--- config.mk ---
export PLATFORM = sky130hd
export DESIGN_NAME = data_sync_mc
export DESIGN_NICKNAME = d
export VERILOG_FILES = /design/src/rtl/data_sync_pkg.sv /design/src/rtl/data_sync_ch.sv /design/src/rtl/data_sync_mc.sv
export SDC_FILE = /design/constraint.sdc
export NUM_CORES = 1
export LEC_CHECK = 0
export CAP_MARGIN = 20
export CORE_ASPECT_RATIO = 1.1
export CORE_MARGIN = 8
export CORE_UTILIZATION = 35
export CTS_BUF_LIST = sky130_fd_sc_hd__clkbuf_8
export DETAILED_ROUTE_END_ITERATION = 8
export PLACE_DENSITY = 0.65
export SLEW_MARGIN = 40
export SYNTH_ARGS = -nofsm -noshare
export SYNTH_HDL_FRONTEND = slang
export SYNTH_SLANG_ARGS = --single-unit
--- constraint.sdc ---
create_clock -name CLK -period 1.8 [get_ports CLK]
set_input_delay 0.36 -clock CLK [delete_from_list [all_inputs] [get_ports CLK]]
set_output_delay 0.36 -clock CLK [all_outputs]
set_load 0.02 [all_outputs]
--- src/rtl/data_sync_pkg.sv ---
// Shared constants for the multi-channel enable-qualified data synchroniser.
// Optional drop counters are enabled with DATA_SYNC_DROP_CNT_EN.
package data_sync_pkg;
   localparam int EN_MODE_LEVEL  = 0;
   localparam int EN_MODE_TOGGLE = 1;
   localparam int MAX_STAGES     = 4;
   localparam int DROP_CNT_W     = 8;
   localparam int WARM_W         = $clog2(MAX_STAGES + 2);
endpackage

--- src/rtl/data_sync_ch.sv ---
// One channel: enable sync chain, edge detect, capture register with valid/ready, toggle ack, sticky ovf.
// Capture lands NUM_STAGES+1 edges after the enable launches; events meeting an unconsumed word are dropped (DATA_SYNC_DROP_CNT_EN adds a drop counter).
module data_sync_ch
   import data_sync_pkg::*;
#(
   parameter int NUM_STAGES = 2,
   parameter int DATA_WIDTH = 8,
   parameter int EN_MODE    = EN_MODE_LEVEL
) (
   input  logic                  clk,
   input  logic                  rst_n,
   input  logic [DATA_WIDTH-1:0] unsync_dat,
   input  logic                  bus_enable,
   output logic [DATA_WIDTH-1:0] sync_dat,
   output logic                  sync_vld,
   input  logic                  sync_rdy,
   output logic                  enable_pulse,
   output logic                  src_ack,
   output logic                  ovf,
   input  logic                  ovf_clr
`ifdef DATA_SYNC_DROP_CNT_EN
   ,
   output logic [DROP_CNT_W-1:0] drop_cnt
`endif
);

   logic [NUM_STAGES-1:0] sync_q, sync_d;
   logic                  prev_q, prev_d;
   logic [WARM_W-1:0]     warm_q, warm_d;
   logic [DATA_WIDTH-1:0] data_q, data_d;
   logic                  vld_q, vld_d;
   logic                  pulse_q, pulse_d;
   logic                  ack_q, ack_d;
   logic                  ovf_q, ovf_d;
   logic                  last_stage, evt, consume, drop;

   always_comb begin
      sync_d     = {sync_q[NUM_STAGES-2:0], bus_enable};
      last_stage = sync_q[NUM_STAGES-1];
      prev_d     = last_stage;
      warm_d     = (warm_q != '0) ? warm_q - WARM_W'(1) : warm_q;
      // Toggle mode blanks events until the chain has flushed the pre-reset level.
      if (EN_MODE == EN_MODE_TOGGLE) begin
         evt = (last_stage ^ prev_q) & (warm_q == '0);
      end else begin
         evt = last_stage & ~prev_q;
      end
      consume = vld_q & sync_rdy;
      drop    = evt & vld_q & ~sync_rdy;
      data_d  = data_q;
      vld_d   = vld_q;
      pulse_d = 1'b0;
      ack_d   = ack_q;
      if (evt && !drop) begin
         data_d  = unsync_dat;
         vld_d   = 1'b1;
         pulse_d = 1'b1;
         ack_d   = ~ack_q;
      end else if (consume) begin
         vld_d = 1'b0;
      end
      ovf_d = (ovf_q & ~ovf_clr) | drop;
   end

   always_ff @(posedge clk) begin
      if (!rst_n) begin
         sync_q  <= '0;
         prev_q  <= 1'b0;
         warm_q  <= WARM_W'(NUM_STAGES + 1);
         data_q  <= '0;
         vld_q   <= 1'b0;
         pulse_q <= 1'b0;
         ack_q   <= 1'b0;
         ovf_q   <= 1'b0;
      end else begin
         sync_q  <= sync_d;
         prev_q  <= prev_d;
         warm_q  <= warm_d;
         data_q  <= data_d;
         vld_q   <= vld_d;
         pulse_q <= pulse_d;
         ack_q   <= ack_d;
         ovf_q   <= ovf_d;
      end
   end

   assign sync_dat     = data_q;
   assign sync_vld     = vld_q;
   assign enable_pulse = pulse_q;
   assign src_ack      = ack_q;
   assign ovf          = ovf_q;

`ifdef DATA_SYNC_DROP_CNT_EN
   logic [DROP_CNT_W-1:0] cnt_q, cnt_d;

   always_comb begin
      cnt_d = ovf_clr ? '0 : cnt_q;
      if (drop && (cnt_d != '1)) begin
         cnt_d = cnt_d + DROP_CNT_W'(1);
      end
   end

   always_ff @(posedge clk) begin
      if (!rst_n) begin
         cnt_q <= '0;
      end else begin
         cnt_q <= cnt_d;
      end
   end

   assign drop_cnt = cnt_q;
`endif

endmodule

--- src/rtl/data_sync_mc.sv ---
// NUM_CH independent enable-qualified bus synchronisers; capture NUM_STAGES+1 edges after enable, valid held until ready.
// Events arriving while a word is unconsumed set ovf and are dropped; DATA_SYNC_DROP_CNT_EN adds per-channel drop counters.
module data_sync_mc
   import data_sync_pkg::*;
#(
   parameter int NUM_STAGES = 2,
   parameter int DATA_WIDTH = 8,
   parameter int NUM_CH     = 4,
   parameter int EN_MODE    = EN_MODE_LEVEL
) (
   input  logic                         CLK,
   input  logic                         RST,
   input  logic [NUM_CH*DATA_WIDTH-1:0] unsync_bus,
   input  logic [NUM_CH-1:0]            bus_enable,
   output logic [NUM_CH*DATA_WIDTH-1:0] sync_bus,
   output logic [NUM_CH-1:0]            sync_valid,
   input  logic [NUM_CH-1:0]            sync_ready,
   output logic [NUM_CH-1:0]            enable_pulse,
   output logic [NUM_CH-1:0]            src_ack,
   output logic [NUM_CH-1:0]            ovf,
   input  logic [NUM_CH-1:0]            ovf_clr
`ifdef DATA_SYNC_DROP_CNT_EN
   ,
   output logic [NUM_CH*DROP_CNT_W-1:0] drop_cnt
`endif
);

   for (genvar c = 0; c < NUM_CH; c++) begin : g_ch
      data_sync_ch #(
         .NUM_STAGES (NUM_STAGES),
         .DATA_WIDTH (DATA_WIDTH),
         .EN_MODE    (EN_MODE)
      ) u_ch (
         .clk          (CLK),
         .rst_n        (RST),
         .unsync_dat   (unsync_bus[c*DATA_WIDTH +: DATA_WIDTH]),
         .bus_enable   (bus_enable[c]),
         .sync_dat     (sync_bus[c*DATA_WIDTH +: DATA_WIDTH]),
         .sync_vld     (sync_valid[c]),
         .sync_rdy     (sync_ready[c]),
         .enable_pulse (enable_pulse[c]),
         .src_ack      (src_ack[c]),
         .ovf          (ovf[c]),
         .ovf_clr      (ovf_clr[c])
`ifdef DATA_SYNC_DROP_CNT_EN
         ,
         .drop_cnt     (drop_cnt[c*DROP_CNT_W +: DROP_CNT_W])
`endif
      );
   end

endmodule

==> results.sh <==
export IMPL_hold_path_class="reg -> reg"
export IMPL_finalHoldViolCount=0
export IMPL_globalplace_congestion=0.666
export IMPL_synthCells=242
export IMPL_io_buffers=93
export IMPL_clockBufferDepth=2
export IMPL_power_density_nw_per_um2=885
export IMPL_syn_cell_area_um2=2410
export IMPL_post_route_period_util_pct=94.2
export IMPL_rrSetupSlack_ps=680
export IMPL_htree_levels=3
export IMPL_first_global_vias=1813
export IMPL_syn_to_final_growth_pct=45.6
export IMPL_drt_vias_per_instance=4.32
export IMPL_die_area_um2=9790
export IMPL_crit_slowest_cell="clkdlybuf4s50_1"
export IMPL_setup_tns_ps=0
export IMPL_slew_headroom_pct=66.3
export IMPL_synth_cell_type_count=15
export IMPL_antenna_found_initial=0
export IMPL_start_kind="flop"
export IMPL_worst_ep_required_time_ps=1440
export IMPL_fin_cells=412
export IMPL_antennaDiodeCount=0
export IMPL_synth_fp_nets=288
export IMPL_cts_tree="done"
export IMPL_ys_ff_latch=60
export IMPL_setup_ws_ps=105
export IMPL_dpl_hpwl_um=3820
export IMPL_power_frac_seq_pct=45.0
export IMPL_grt_max_degree=28
export IMPL_core_area_um2=6630
export IMPL_num_rows=31
export IMPL_critical_path_class="reg -> out"
export IMPL_fin_skew_ps=8.56
export IMPL_antenna_left=0
export IMPL_critPathCaptureType="output pin"
export IMPL_layout_nets=371
export IMPL_synth_warning_count=0
export IMPL_drc=0
export IMPL_cap_viol_max_count=0
export IMPL_cts_setup_buffers=0
export IMPL_leakagePower_nw=1.33
export IMPL_clockPowerShare_pct=43.3
export IMPL_grt_overflow_total=0
export IMPL_fin_crit_ps=1690
export IMPL_status="completed"
export IMPL_clock_sinks=60
export IMPL_hold_buffers=0
export IMPL_die_y_um=103
export IMPL_p_int_mw=2.40
export IMPL_p_sw_mw=0.701
export IMPL_rsz0062_at_grt="no"
export IMPL_avgSynthCellArea_um2=9.95
export IMPL_clock_root_buffer="clkbuf_8"
export IMPL_drtIter0Drc=22
export IMPL_drive_above_1_share_pct=9.09
export IMPL_tightest_slew_ps=506
export IMPL_first_pass_iters=4
export IMPL_cts_reportedPaths_clkPinSlew_ps=70
export IMPL_grt_pass1_wl_um=8160
export IMPL_clkLatencyLatePin_ps=330
export IMPL_cp_top_family="buffers and inverters"
export IMPL_pre_cts_ws_ps=190
export IMPL_arrival_ps=1330
export IMPL_grt_util_all_layers_pct=10.9
export IMPL_yosysSeqAreaShare_pct=49.9
export IMPL_wl_um=5150
export IMPL_wl_per_cell_um=12.5
export IMPL_hold_slack_ps=422
export IMPL_cts_resized=0
export IMPL_vias=1778
export IMPL_cts_buffers=9
export IMPL_path_cells="clkdlybuf4s50_1"
export IMPL_slew_viol_final=0
export IMPL_die_x_um=95.1
export IMPL_cp_slowest_stage_delay_ps=630
export IMPL_p_sw_share_pct=22.6
export IMPL_peakVddDrop_mv=0.450
export IMPL_fmax_mhz=590
export IMPL_crit_buf_inv=1
export IMPL_path_max_fanout=2
export IMPL_io_pins=94
export IMPL_start_util_pct=36.3
export IMPL_pwr_share_comb_pct=11.7
export IMPL_setup_viol=0
export IMPL_dp_cells=396
==> state kept, by name (all words and copies together) (netlist names) <==
| register | cells |
|---|---|
| g_ch.u_ch.sync_vld | 4 |
| g_ch.u_ch.src_ack | 4 |
| g_ch.u_ch.ovf | 4 |
| g_ch.u_ch.sync_q | 8 |
| g_ch.u_ch.sync_dat | 32 |
| g_ch.u_ch.prev_q | 4 |
| g_ch.u_ch.enable_pulse | 4 |
==> cell type report <==
| cell class | count | area [um^2] |
|---|---|---|
| clock buffers | 10 | 138 |
| well taps | 82 | 103 |
| fillers | 616 | 3130 |
| flip-flops and latches | 60 | 1200 |
| clock inverters | 6 | 87.6 |
| inverters | 4 | 15.0 |
| multi-input cells | 148 | 931 |
| repair buffers | 102 | 1030 |
==> synthesized netlist by cell type <==
cell      number  share of area [%]
buf_6         11                5.1
a21boi_0       4                1.2
o22ai_1        4                1.0
nand2b_4       4                2.3
buf_2          1               0.21
mux2i_1       36                 15
or2b_1         4                1.2
nand2b_1       4                1.0
nand2_1       68                 11
dfxtp_1       60                 50
buf_4         17                5.3
and2_1        20                5.2
nor2b_1        4                1.0
clkbuf_1       1               0.16
inv_1          4               0.62
==> through the flow <==
stage	power, mW	instance area, um^2	util [%]
2_1_floorplan	1.62	2410	-
3_3_place_gp	1.79	3280	49.5
3_5_place_dp	1.80	3280	49.5
4_1_cts	3.17	3510	52.9
5_1_grt	3.25	3510	52.9
6_report	3.10	3510	52.9
==> power groups by stage <==
stage / combinational [mW] / sequential [mW] / clock (mW)
final: 0.363 / 1.40 / 1.34
after CTS: 0.371 / 1.40 / 1.40
after floorplan: 0.164 / 1.46 / 0
after detailed placement: 0.368 / 1.43 / 0
after global placement: 0.366 / 1.43 / 0
after global routing: 0.395 / 1.40 / 1.46
==> cell families (layout without fill, tap and decap cells) <==
logic type / after synthesis / in the layout / synth area share (%)
multiplexers: 36 / 36 / 15.0
AND/OR/NAND/NOR: 104 / 104 / 21.4
flip-flops: 60 / 60 / 49.9
buffers and inverters: 34 / 122 / 11.4
AO/OA/AOI/OAI: 8 / 8 / 2.29
==> worst register-to-register path, stage by stage (launching register included) <==
cell and delay (ps):
dfxtp_1 300, nand2b_1 160, nor2b_1 220, buf_12 180, mux2i_1 190
==> cells in the final DEF, fill, tap and decap left out <==
cell type / instances
a21boi_0: 4
and2_1: 20
buf_12: 3
buf_2: 1
buf_4: 6
bufinv_16: 2
clkbuf_8: 10
clkdlybuf4s50_1: 92
clkinv_2: 1
clkinvlp_4: 3
dfxtp_1: 60
inv_1: 4
mux2i_1: 36
nand2_1: 68
nand2b_1: 4
nand2b_4: 4
nor2b_1: 4
o22ai_1: 4
or2b_1: 4
==> path summary, 6_finish.rpt <==
| check | start | end | cells past startpoint |
|---|---|---|---|
| max reg2reg | g_ch[0].u_ch.prev_q | g_ch[0].u_ch.src_ack | 4 |
| max | g_ch[1].u_ch.sync_vld | sync_valid[1] | 1 |
| min | g_ch[2].u_ch.sync_q[0] | g_ch[2].u_ch.sync_q[1] | 1 |
| min reg2reg | g_ch[2].u_ch.sync_q[0] | g_ch[2].u_ch.sync_q[1] | 1 |
==> per-layer routing <==
| metal | vias to the layer above | part of all wire (%) | GRT usage (%) |
|---|---|---|---|
| met5 | - | 0 | 0 |
| met4 | 0 | 2.3 | 7.21 |
| met3 | 10 | 9.2 | 4.44 |
| met2 | 56 | 46 | 17.0 |
| met1 | 797 | 42 | 12.0 |
| li1 | 915 | - | - |
Note: power is estimated with default switching activity, not from simulation.
